File: config.mk
export PLATFORM = sky130hd
export DESIGN_NAME = upscale_feeder
export DESIGN_NICKNAME = d
export VERILOG_FILES = /design/src/rtl/upscaler_pkg.sv /design/src/rtl/sync_fifo.sv /design/src/rtl/upscale_feeder.sv
export SDC_FILE = /design/constraint.sdc
export NUM_CORES = 1
export LEC_CHECK = 0
export CELL_PAD_IN_SITES_DETAIL_PLACEMENT = 1
export CELL_PAD_IN_SITES_GLOBAL_PLACEMENT = 1
export CORE_ASPECT_RATIO = 1.2
export CORE_MARGIN = 4
export CORE_UTILIZATION = 25
export DETAILED_ROUTE_END_ITERATION = 8
export PLACE_DENSITY = 0.45
export SYNTH_ARGS = -nofsm -noshare
export SYNTH_HDL_FRONTEND = slang
export SYNTH_SLANG_ARGS = --single-unit
File: constraint.sdc
create_clock -name clk -period 3.4 [get_ports clk]
set_input_delay 0.34 -clock clk [delete_from_list [all_inputs] [get_ports clk]]
set_output_delay 0.34 -clock clk [all_outputs]
set_load 0.05 [all_outputs]
File: src/rtl/upscaler_pkg.sv
// rtl/upscaler_pkg.sv - shared widths, frame defaults and emitter state encoding
package upscaler_pkg;
  localparam int PIX_W      = 24;
  localparam int DEF_IMG_W  = 384;
  localparam int DEF_IMG_H  = 216;
  localparam int DEF_REPEAT = 3;

  typedef enum logic {
    ST_IDLE = 1'b0,
    ST_EMIT = 1'b1
  } emit_state_e;

  // Counter width that never collapses to zero bits for a count of one.
  function automatic int cnt_w(input int n);
    return (n > 1) ? $clog2(n) : 1;
  endfunction
endpackage

File: src/rtl/sync_fifo.sv
// rtl/sync_fifo.sv - show-ahead single-clock FIFO, drops writes while full
module sync_fifo
  import upscaler_pkg::*;
#(
  parameter int WIDTH = 25,
  parameter int DEPTH = 4
) (
  input  logic             clk,
  input  logic             rst_n,
  input  logic             wr_en_i,
  input  logic [WIDTH-1:0] wr_data_i,
  input  logic             rd_en_i,
  output logic [WIDTH-1:0] rd_data_o,
  output logic             full_o,
  output logic             empty_o
);
  localparam int AW = cnt_w(DEPTH);

  logic [WIDTH-1:0] mem_q [DEPTH];
  logic [AW:0]      wr_ptr_q, wr_ptr_d;
  logic [AW:0]      rd_ptr_q, rd_ptr_d;
  logic             do_wr, do_rd;

  // Extra pointer bit distinguishes full from empty when the indices match.
  assign full_o  = (wr_ptr_q[AW] != rd_ptr_q[AW]) &&
                   (wr_ptr_q[AW-1:0] == rd_ptr_q[AW-1:0]);
  assign empty_o = (wr_ptr_q == rd_ptr_q);
  assign do_wr   = wr_en_i && !full_o;
  assign do_rd   = rd_en_i && !empty_o;
  assign rd_data_o = mem_q[rd_ptr_q[AW-1:0]];

  always_comb begin
    wr_ptr_d = wr_ptr_q;
    rd_ptr_d = rd_ptr_q;
    if (do_wr) wr_ptr_d = wr_ptr_q + (AW+1)'(1);
    if (do_rd) rd_ptr_d = rd_ptr_q + (AW+1)'(1);
  end

  always_ff @(posedge clk or negedge rst_n) begin
    if (!rst_n) begin
      wr_ptr_q <= '0;
      rd_ptr_q <= '0;
    end else begin
      wr_ptr_q <= wr_ptr_d;
      rd_ptr_q <= rd_ptr_d;
    end
  end

  always_ff @(posedge clk) begin
    if (do_wr) mem_q[wr_ptr_q[AW-1:0]] <= wr_data_i;
  end
endmodule

File: src/rtl/upscale_feeder.sv
// rtl/upscale_feeder.sv - buffers source pixels and holds each one for REPEAT
// cycles toward the upscaler, tracking frame position and stream errors
module upscale_feeder
  import upscaler_pkg::*;
#(
  parameter int IMG_W      = DEF_IMG_W,
  parameter int IMG_H      = DEF_IMG_H,
  parameter int REPEAT     = DEF_REPEAT,
  parameter int FIFO_DEPTH = 4
) (
  input  logic             clk,
  input  logic             rst_n,
  input  logic [PIX_W-1:0] s_pixel,
  input  logic             s_valid,
  input  logic             s_sof,
  output logic             s_ready,
  input  logic             err_clr,
  output logic [PIX_W-1:0] pixel_out,
  output logic             out_valid,
  output logic             out_sof,
  output logic             out_eol,
  output logic             out_eof,
  output logic [15:0]      frame_cnt,
  output logic             underrun_err,
  output logic             sof_err
);
  localparam int PH_W = cnt_w(REPEAT);
  localparam int CW   = cnt_w(IMG_W);
  localparam int RW   = cnt_w(IMG_H);
  localparam logic [PH_W-1:0] PH_LAST  = PH_W'(REPEAT - 1);
  localparam logic [CW-1:0]   COL_LAST = CW'(IMG_W - 1);
  localparam logic [RW-1:0]   ROW_LAST = RW'(IMG_H - 1);

  logic             fifo_full, fifo_empty, pop;
  logic [PIX_W:0]   fifo_rd;

  emit_state_e      state_q, state_d;
  logic [PH_W-1:0]  phase_q, phase_d;
  logic [CW-1:0]    col_q, col_d, adv_col;
  logic [RW-1:0]    row_q, row_d, adv_row;
  logic [PIX_W-1:0] pixel_q, pixel_d;
  logic             valid_q, valid_d;
  logic             sof_q, sof_d, eol_q, eol_d, eof_q, eof_d;
  logic [15:0]      frame_q, frame_d;
  logic             und_q, und_d, sof_err_q, sof_err_d;
  logic             last_ph, load, set_und, set_sof;

  // Ready depends only on FIFO occupancy, forced low while held in reset.
  assign s_ready = rst_n && !fifo_full;

  sync_fifo #(
    .WIDTH(PIX_W + 1),
    .DEPTH(FIFO_DEPTH)
  ) u_fifo (
    .clk      (clk),
    .rst_n    (rst_n),
    .wr_en_i  (s_valid),
    .wr_data_i({s_sof, s_pixel}),
    .rd_en_i  (pop),
    .rd_data_o(fifo_rd),
    .full_o   (fifo_full),
    .empty_o  (fifo_empty)
  );

  always_comb begin
    state_d = state_q;
    phase_d = phase_q;
    col_d   = col_q;
    row_d   = row_q;
    pixel_d = pixel_q;
    pop     = 1'b0;
    set_und = 1'b0;
    set_sof = 1'b0;

    last_ph = (state_q == ST_EMIT) && (phase_q == PH_LAST);
    load    = !fifo_empty && ((state_q == ST_IDLE) || last_ph);

    if (col_q == COL_LAST) begin
      adv_col = '0;
      adv_row = (row_q == ROW_LAST) ? '0 : row_q + RW'(1);
    end else begin
      adv_col = col_q + CW'(1);
      adv_row = row_q;
    end

    case (state_q)
      ST_IDLE: begin
        if (load) state_d = ST_EMIT;
      end
      ST_EMIT: begin
        if (last_ph) begin
          col_d = adv_col;
          row_d = adv_row;
          if (!load) begin
            state_d = ST_IDLE;
            set_und = (adv_col != '0);
          end
        end else begin
          phase_d = phase_q + PH_W'(1);
        end
      end
      default: state_d = ST_IDLE;
    endcase

    if (load) begin
      pop     = 1'b1;
      phase_d = '0;
      pixel_d = fifo_rd[PIX_W-1:0];
      // A tagged start-of-frame pixel always lands at (0,0).
      if (fifo_rd[PIX_W] && ((col_d != '0) || (row_d != '0))) begin
        col_d   = '0;
        row_d   = '0;
        set_sof = 1'b1;
      end
    end

    valid_d   = (state_d == ST_EMIT);
    sof_d     = valid_d && (phase_d == '0) && (col_d == '0) && (row_d == '0);
    eol_d     = valid_d && (phase_d == PH_LAST) && (col_d == COL_LAST);
    eof_d     = eol_d && (row_d == ROW_LAST);
    frame_d   = frame_q + 16'(eof_d);
    und_d     = set_und ? 1'b1 : (err_clr ? 1'b0 : und_q);
    sof_err_d = set_sof ? 1'b1 : (err_clr ? 1'b0 : sof_err_q);
  end

  always_ff @(posedge clk or negedge rst_n) begin
    if (!rst_n) begin
      state_q   <= ST_IDLE;
      phase_q   <= '0;
      col_q     <= '0;
      row_q     <= '0;
      pixel_q   <= '0;
      valid_q   <= 1'b0;
      sof_q     <= 1'b0;
      eol_q     <= 1'b0;
      eof_q     <= 1'b0;
      frame_q   <= '0;
      und_q     <= 1'b0;
      sof_err_q <= 1'b0;
    end else begin
      state_q   <= state_d;
      phase_q   <= phase_d;
      col_q     <= col_d;
      row_q     <= row_d;
      pixel_q   <= pixel_d;
      valid_q   <= valid_d;
      sof_q     <= sof_d;
      eol_q     <= eol_d;
      eof_q     <= eof_d;
      frame_q   <= frame_d;
      und_q     <= und_d;
      sof_err_q <= sof_err_d;
    end
  end

  assign pixel_out    = pixel_q;
  assign out_valid    = valid_q;
  assign out_sof      = sof_q;
  assign out_eol      = eol_q;
  assign out_eof      = eof_q;
  assign frame_cnt    = frame_q;
  assign underrun_err = und_q;
  assign sof_err      = sof_err_q;
endmodule

# Word-level counts from Yosys, hierarchy flattened
# Memories as Yosys holds them, arrays and structs flattened.
# Index checks and enable logic that the tools add are counted.
[totals]
register_bits = 71
ramBits = 100
input_bits = 29
mem_count = 1
[classes]
mux = 27
n_addsub = 6
reduce_logical = 25
eq_ne = 9
bitwise_logic = 1
[mem_list]
columns = ["name", "words", "width", "rd", "rd_clocked_by_memory_dff", "wr", "line_no", "source"]
rows = [
  ["u_fifo.mem_q", 4, 25, 1, 0, 1, "sync_fifo.sv:19", "logic [WIDTH-1:0] mem_q [DEPTH];"],
]
[op_table]
columns = ["op", "count"]
rows = [
  ["$mux 8", 6],
  ["$mux 9", 5],
  ["$eq 9x9->1 const B", 2],
  ["$reduce_bool 9->1", 2],
  ["$add 16x1->16", 1],
  ["$eq 8x8->1 const B", 2],
  ["$logic_and 1x1->1", 13],
  ["$mux 1", 12],
  ["$add 9x1->9 const B", 1],
  ["$logic_not 9->1", 1],
  ["$add 8x1->8 const B", 1],
  ["$logic_not 8->1", 1],
  ["$reduce_bool 8->1", 1],
  ["$add 3x1->3 const B", 2],
  ["$mux 2", 3],
  ["$eq 2x2->1 const B", 2],
  ["$reduce_bool 2->1", 2],
  ["$eq 3x3->1", 1],
  ["$add 2x1->2 const B", 1],
  ["$eq 2x2->1", 1],
  ["$logic_not 1->1", 2],
  ["$logic_not 2->1", 1],
  ["$logic_or 1x1->1", 2],
  ["$pmux 1 s2", 1],
  ["other kinds (2)", 2],
]

# Logic depth before layout (Yosys ltp)
[logic_depth]
word_depth = 14
ltp_mapped = 16
mapped_depth_nobuf = 14

# By module
# From an unflattened synthesis, not the netlist that was laid out.
[hier_totals]
hier_cells = 478
area_unflattened_um2 = 7348.3
[modules_own_cells]
columns = ["mod", "n_inst", "seq_area_each_um2", "area_each_um2", "cells_per_inst"]
rows = [
  ["sync_fifo", 1, 3153.0, 4129.0, 179],
  ["upscale_feeder", 1, 1626.6, 3219.3, 299],
]

# Worst setup path after synthesis
# OpenSTA, ideal clock, no wires.
[synth_timing]
kind = "reg-to-reg"
start = "reg out_valid (netlist name)"
end = "reg frame_q[12], in the netlist frame_cnt[12]"
stages_incl_launch_ff = 16
n_path_buf = 3
slack_ps = 157
t_arrival_ps = 3161
required_ps = 3318
setup_time_ps = 82
synth_period_minus_slack_ps = 3243
path_cell_list = "dfrtp_1 buf_4 and3_1 clkbuf_1 nand4_1 buf_2 nor2_1 a22oi_1 nor4_2 o2111a_1 ha_1 ha_1 and3_1 nand4_1 nor2_1 xor2_1"
[synth_lines]
columns = ["item", "line_no", "source"]
rows = [
  ["end signal, assigned", "upscale_feeder.sv:150", "frame_q <= frame_d;"],
  ["end, declared", "upscale_feeder.sv:44", "logic [15:0] frame_q, frame_d;"],
]

# Worst setup path after layout
[layout_timing]
start = "reg col_q[0]"
end = "reg frame_q[12], in the netlist frame_cnt[12]"
[layout_via]
elab_chain_len = 13
word_cells_on_any_way = 21
[layout_lines]
columns = ["item", "line_no", "source"]
rows = [
  ["start, declared", "upscale_feeder.sv:39", "logic [CW-1:0] col_q, col_d, adv_col;"],
  ["start signal, assigned", "upscale_feeder.sv:143", "col_q <= col_d;"],
  ["$add 9x1->9 / $eq 9x9->1 (equally long branches)", "upscale_feeder.sv:82, upscale_feeder.sv:78", ""],
  ["$mux 9 / $mux 8 (equally long branches)", "upscale_feeder.sv:78", "if (col_q == COL_LAST) begin"],
  ["$mux 9 / $mux 8 (equally long branches)", "upscale_feeder.sv:91", "if (last_ph) begin"],
  ["$mux 9 / $mux 8 (equally long branches)", "upscale_feeder.sv:86", "case (state_q)"],
  ["$reduce_bool 9->1 / $reduce_bool 8->1 (equally long branches)", "upscale_feeder.sv:110", "if (fifo_rd[PIX_W] && ((col_d != '0) || (row_d != '0))) begin"],
  ["$logic_or 1x1->1", "upscale_feeder.sv:110", ""],
  ["$logic_and 1x1->1", "upscale_feeder.sv:110", ""],
  ["$mux 9", "upscale_feeder.sv:110", ""],
  ["$mux 9 *", "upscale_feeder.sv:105", "if (load) begin"],
  ["$eq 9x9->1 *", "upscale_feeder.sv:119", "eol_d = valid_d && (phase_d == PH_LAST) && (col_d == COL_LAST);"],
  ["$logic_and 1x1->1 *", "upscale_feeder.sv:119", ""],
  ["net eol_d", "upscale_feeder.sv:43", "logic sof_q, sof_d, eol_q, eol_d, eof_q, eof_d;"],
  ["$logic_and 1x1->1 *", "upscale_feeder.sv:120", "eof_d = eol_d && (row_d == ROW_LAST);"],
  ["net eof_d", "upscale_feeder.sv:43", ""],
  ["$add 16x1->16 *", "upscale_feeder.sv:121", "frame_d = frame_q + 16'(eof_d);"],
  ["net frame_d[12]", "upscale_feeder.sv:44", ""],
]
# Mark *: on every way through the listed nets, which the timed path passes. The rest lies on a longest branch.
# A chain may end at the register's enable or synchronous reset.

==> impl_metrics.yaml <==
detailed_routing:
  drt_iter0_drc: 266
  via_per_inst: 4.52
  ant_nets: 0
  wl_per_cell_um: 18.6
  wl_met1_um: 8100
  drc: 0
  dr.pass1.iters: 4
  vias: 4458
  top_layer: "met5"
  wl_met2_um: 9240
  wl_met3_um: 784
  routed_wl_um: 18300
sta:
  hold_viol_final: 0
  fin_crit_sh_pct: 93.4
  finalSetupViolations: 0
  min_period_ns: 3.18
  final.setup.worst_slack_ns: 0.223
  finalMaxSlewViolations: 0
  max_freq_mhz: 315
  worst_pin_slew_ns: 0.808
  hold_ws_ns: 0.424
  relSlewSlack_pct: 46.1
  tns_ns: 0
  skew_ns: 0.0187
clocking:
  cts_buffers: 17
  clock_sinks: 171
  cts_buffer_depth: 2
  clock_insertion_delay_worst_skew_ns: 0.43
  clkTransAtPathRegs_ns: 0.08
  cts_htree_levels: 4
  cts_tree: "built"
  cts_root_buf: "clkbuf_16"
pwr:
  total_power_w: 0.00801
  p_seq_share_pct: 37.3
  ir_drop_mv: 0.418
  power_leakage_nw: 3.45
  p_sw_share_pct: 36.3
  cellInternalPower_w: 0.00510
  p_switching_w: 0.00291
  power_frac_comb_pct: 37.0
  clock_power_share_pct: 25.8
  p_per_area_nw_per_um2: 855
logic_synthesis:
  synth-compound-area-share_pct: 5.56
  synth-edff-count: 100
  synthArstFlopShare_pct: 41.5
  syn_area_um2: 7380
  avgSynthCellArea_um2: 15.0
  syn_inst: 492
  syn_nets: 532
  synth-xor-area-share_pct: 3.56
  synth_area_leaders: "edfxtp_1 41%, dfrtp_1 24%, mux4_2 7.6%"
  synth_top_family_by_area: "multiplexers"
  synth_ff_type: "edfxtp_1"
  yosysTopAreaCell: "edfxtp_1"
  synth_most_common_cell: "edfxtp_1"
  synthAdderAreaFrac_pct: 1.86
  ys_warn_count: 0
  yosys.area_share.simple_pct: 10.0
  synthTopCellsByCount: "100 x edfxtp_1, 71 x dfrtp_1, 34 x nor2_1"
  synth.top_cell.area_share_pct: 40.7
  muxShareOfSynthArea_pct: 12.0
  synth_cell_type_count: 57
  seq_area_frac_synth_pct: 64.8
  ys_seq_elements: 171
critical_path:
  end_kind: "flip-flop"
  worstPathArrival_ns: 3.53
  crit_required_ns: 3.75
  crit_path_start_kind: "flip-flop"
  startpoint: "col_q[0]"
  crit_fanout: 6
  path_class: "reg -> reg"
  reg2reg_from: "col_q[0]"
floorplan:
  die_h_um: 196
  core_um2: 28900
  fp-row-count: 68
  dieWidth_um: 165
  floorplan.initialDensity_pct: 25.5
  dieArea_um2: 32300
  io_pins: 76
final_layout:
  multi_input_area_um2: 2490
  diodes: 0
  nets: 628
  drive_gt1_share_pct: 23.3
  layout.area.seq_um2: 4780
  syn_to_final_growth_pct: 26.9
  fin_util_pct: 32.4
  num-fill-cells: 3060
placed_design:
  pre_cts_slack_ns: 0.0630
  port_buffers: 75
  gp_congestion: 0.802
  hpwl_um: 12100
job:
  timing.max_cap.violations: 0
grt:
  antenna_found_initial: 1
  grtUsageTotal_pct: 11.9
  grt_overflow: 0
  grt_max_degree: 45
  grt_pass1_vias: 5147
  grt_pass1_wl_um: 29700
worst_hold_path:
  hp-class: "in -> async"
status:
  status: "finished clean"
## layer usage
layer	vias to the layer above	track usage, %
met3	20	2.73
met1	2302	14.9
met5	-	0
met2	77	20.6
li1	2057	-
met4	2	3.14
## cells by family after synthesis
kind of cell,Yosys count
AND/OR/NAND/NOR,134
XOR/XNOR,30
flip-flops,171
buffers and inverters,34
adder cells (fa/ha/maj),11
AO/OA/AOI/OAI,58
multiplexers,54
## per-stage QoR
step	cell area (um2)	instances
finish	9370	986
global route	9370	986
CTS	9300	983
detailed placement	8660	950
global placement	8660	950
floorplan	7380	492
## sequential cells by signal, summed over array words and instances, names as in the netlist
| signal | cells |
|---|---|
| phase_q | 2 |
| out_sof | 1 |
| u_fifo.mem_q | 100 |
| col_q | 9 |
| sof_err | 1 |
| out_valid | 1 |
| row_q | 8 |
| frame_cnt | 16 |
| underrun_err | 1 |
| out_eol | 1 |
| u_fifo.rd_ptr_q | 3 |
| pixel_out | 24 |
| out_eof | 1 |
| u_fifo.wr_ptr_q | 3 |
## path summary, 6_finish.rpt
check / to / slack [ns] / depth (start not counted)
min in group clk: u_fifo.wr_ptr_q[2] / 0.49 / 1
hold reg to reg: u_fifo.wr_ptr_q[2] / 0.49 / 1
max in group asynchronous: out_valid / 1.98 / 3
hold / removal: pixel_out[22] / 0.42 / 2
setup / recovery: frame_cnt[12] / 0.22 / 13
setup reg to reg: frame_cnt[12] / 0.22 / 13
## worst max-delay path, stage by stage, from the launching register on
cell and delay (ns):
dfrtp_1 0.39, ha_1 0.29, inv_1 0.14, nor4_1 0.12, nor3_1 0.32, o2111ai_2 0.18
nor4_4 0.36, o2111a_1 0.27, ha_2 0.20, ha_1 0.17, and3_4 0.19, nand4_1 0.15
nor2_1 0.16, xor2_1 0.15
## cell type report
| cell class | instances | share of cell area, % |
|---|---|---|
| Inverter | 8 | 0.321 |
| Clock buffer | 17 | 4.54 |
| Tap cell | 385 | 5.14 |
| Sequential cell | 171 | 51.1 |
| Timing Repair Buffer | 103 | 10.2 |
| Multi-Input combinational cell | 287 | 26.6 |
| Clock inverter | 15 | 2.11 |
## what timing repair did
item	in CTS	in global routing
hold buffers	1	0
endpoints found under the setup margin	0	8
gates resized for setup	0	14
endpoints found under the hold margin	27	0
buffers inserted	0	3
## cell usage in the layout, fill, tap and decap left out, drive strengths merged, types with 9 or more instances in the layout
cell type / Yosys / routed
a21oi: 12 / 12
and3: 9 / 9
buf: 22 / 29
clkbuf: 4 / 17
clkdlybuf4s50: 0 / 73
dfrtp: 71 / 71
edfxtp: 100 / 100
ha: 11 / 11
inv: 8 / 17
mux2: 25 / 25
mux4: 25 / 25
nand2: 24 / 24
nand3: 16 / 16
nor2: 34 / 34
nor3: 9 / 9
o21ai: 11 / 11
xnor2: 18 / 18
xor2: 12 / 12
## power groups by stage
| stage | combinational (W) | clock (W) | sequential (W) |
|---|---|---|---|
| global placement | 0.00299 | 0 | 0.00301 |
| global route | 0.00321 | 0.00223 | 0.00305 |
| finish | 0.00296 | 0.00206 | 0.00298 |
| floorplan | 0.00148 | 0 | 0.00352 |
| detailed placement | 0.00301 | 0 | 0.00303 |
| CTS | 0.00303 | 0.00213 | 0.00299 |
(Power assumes the default switching activity.)
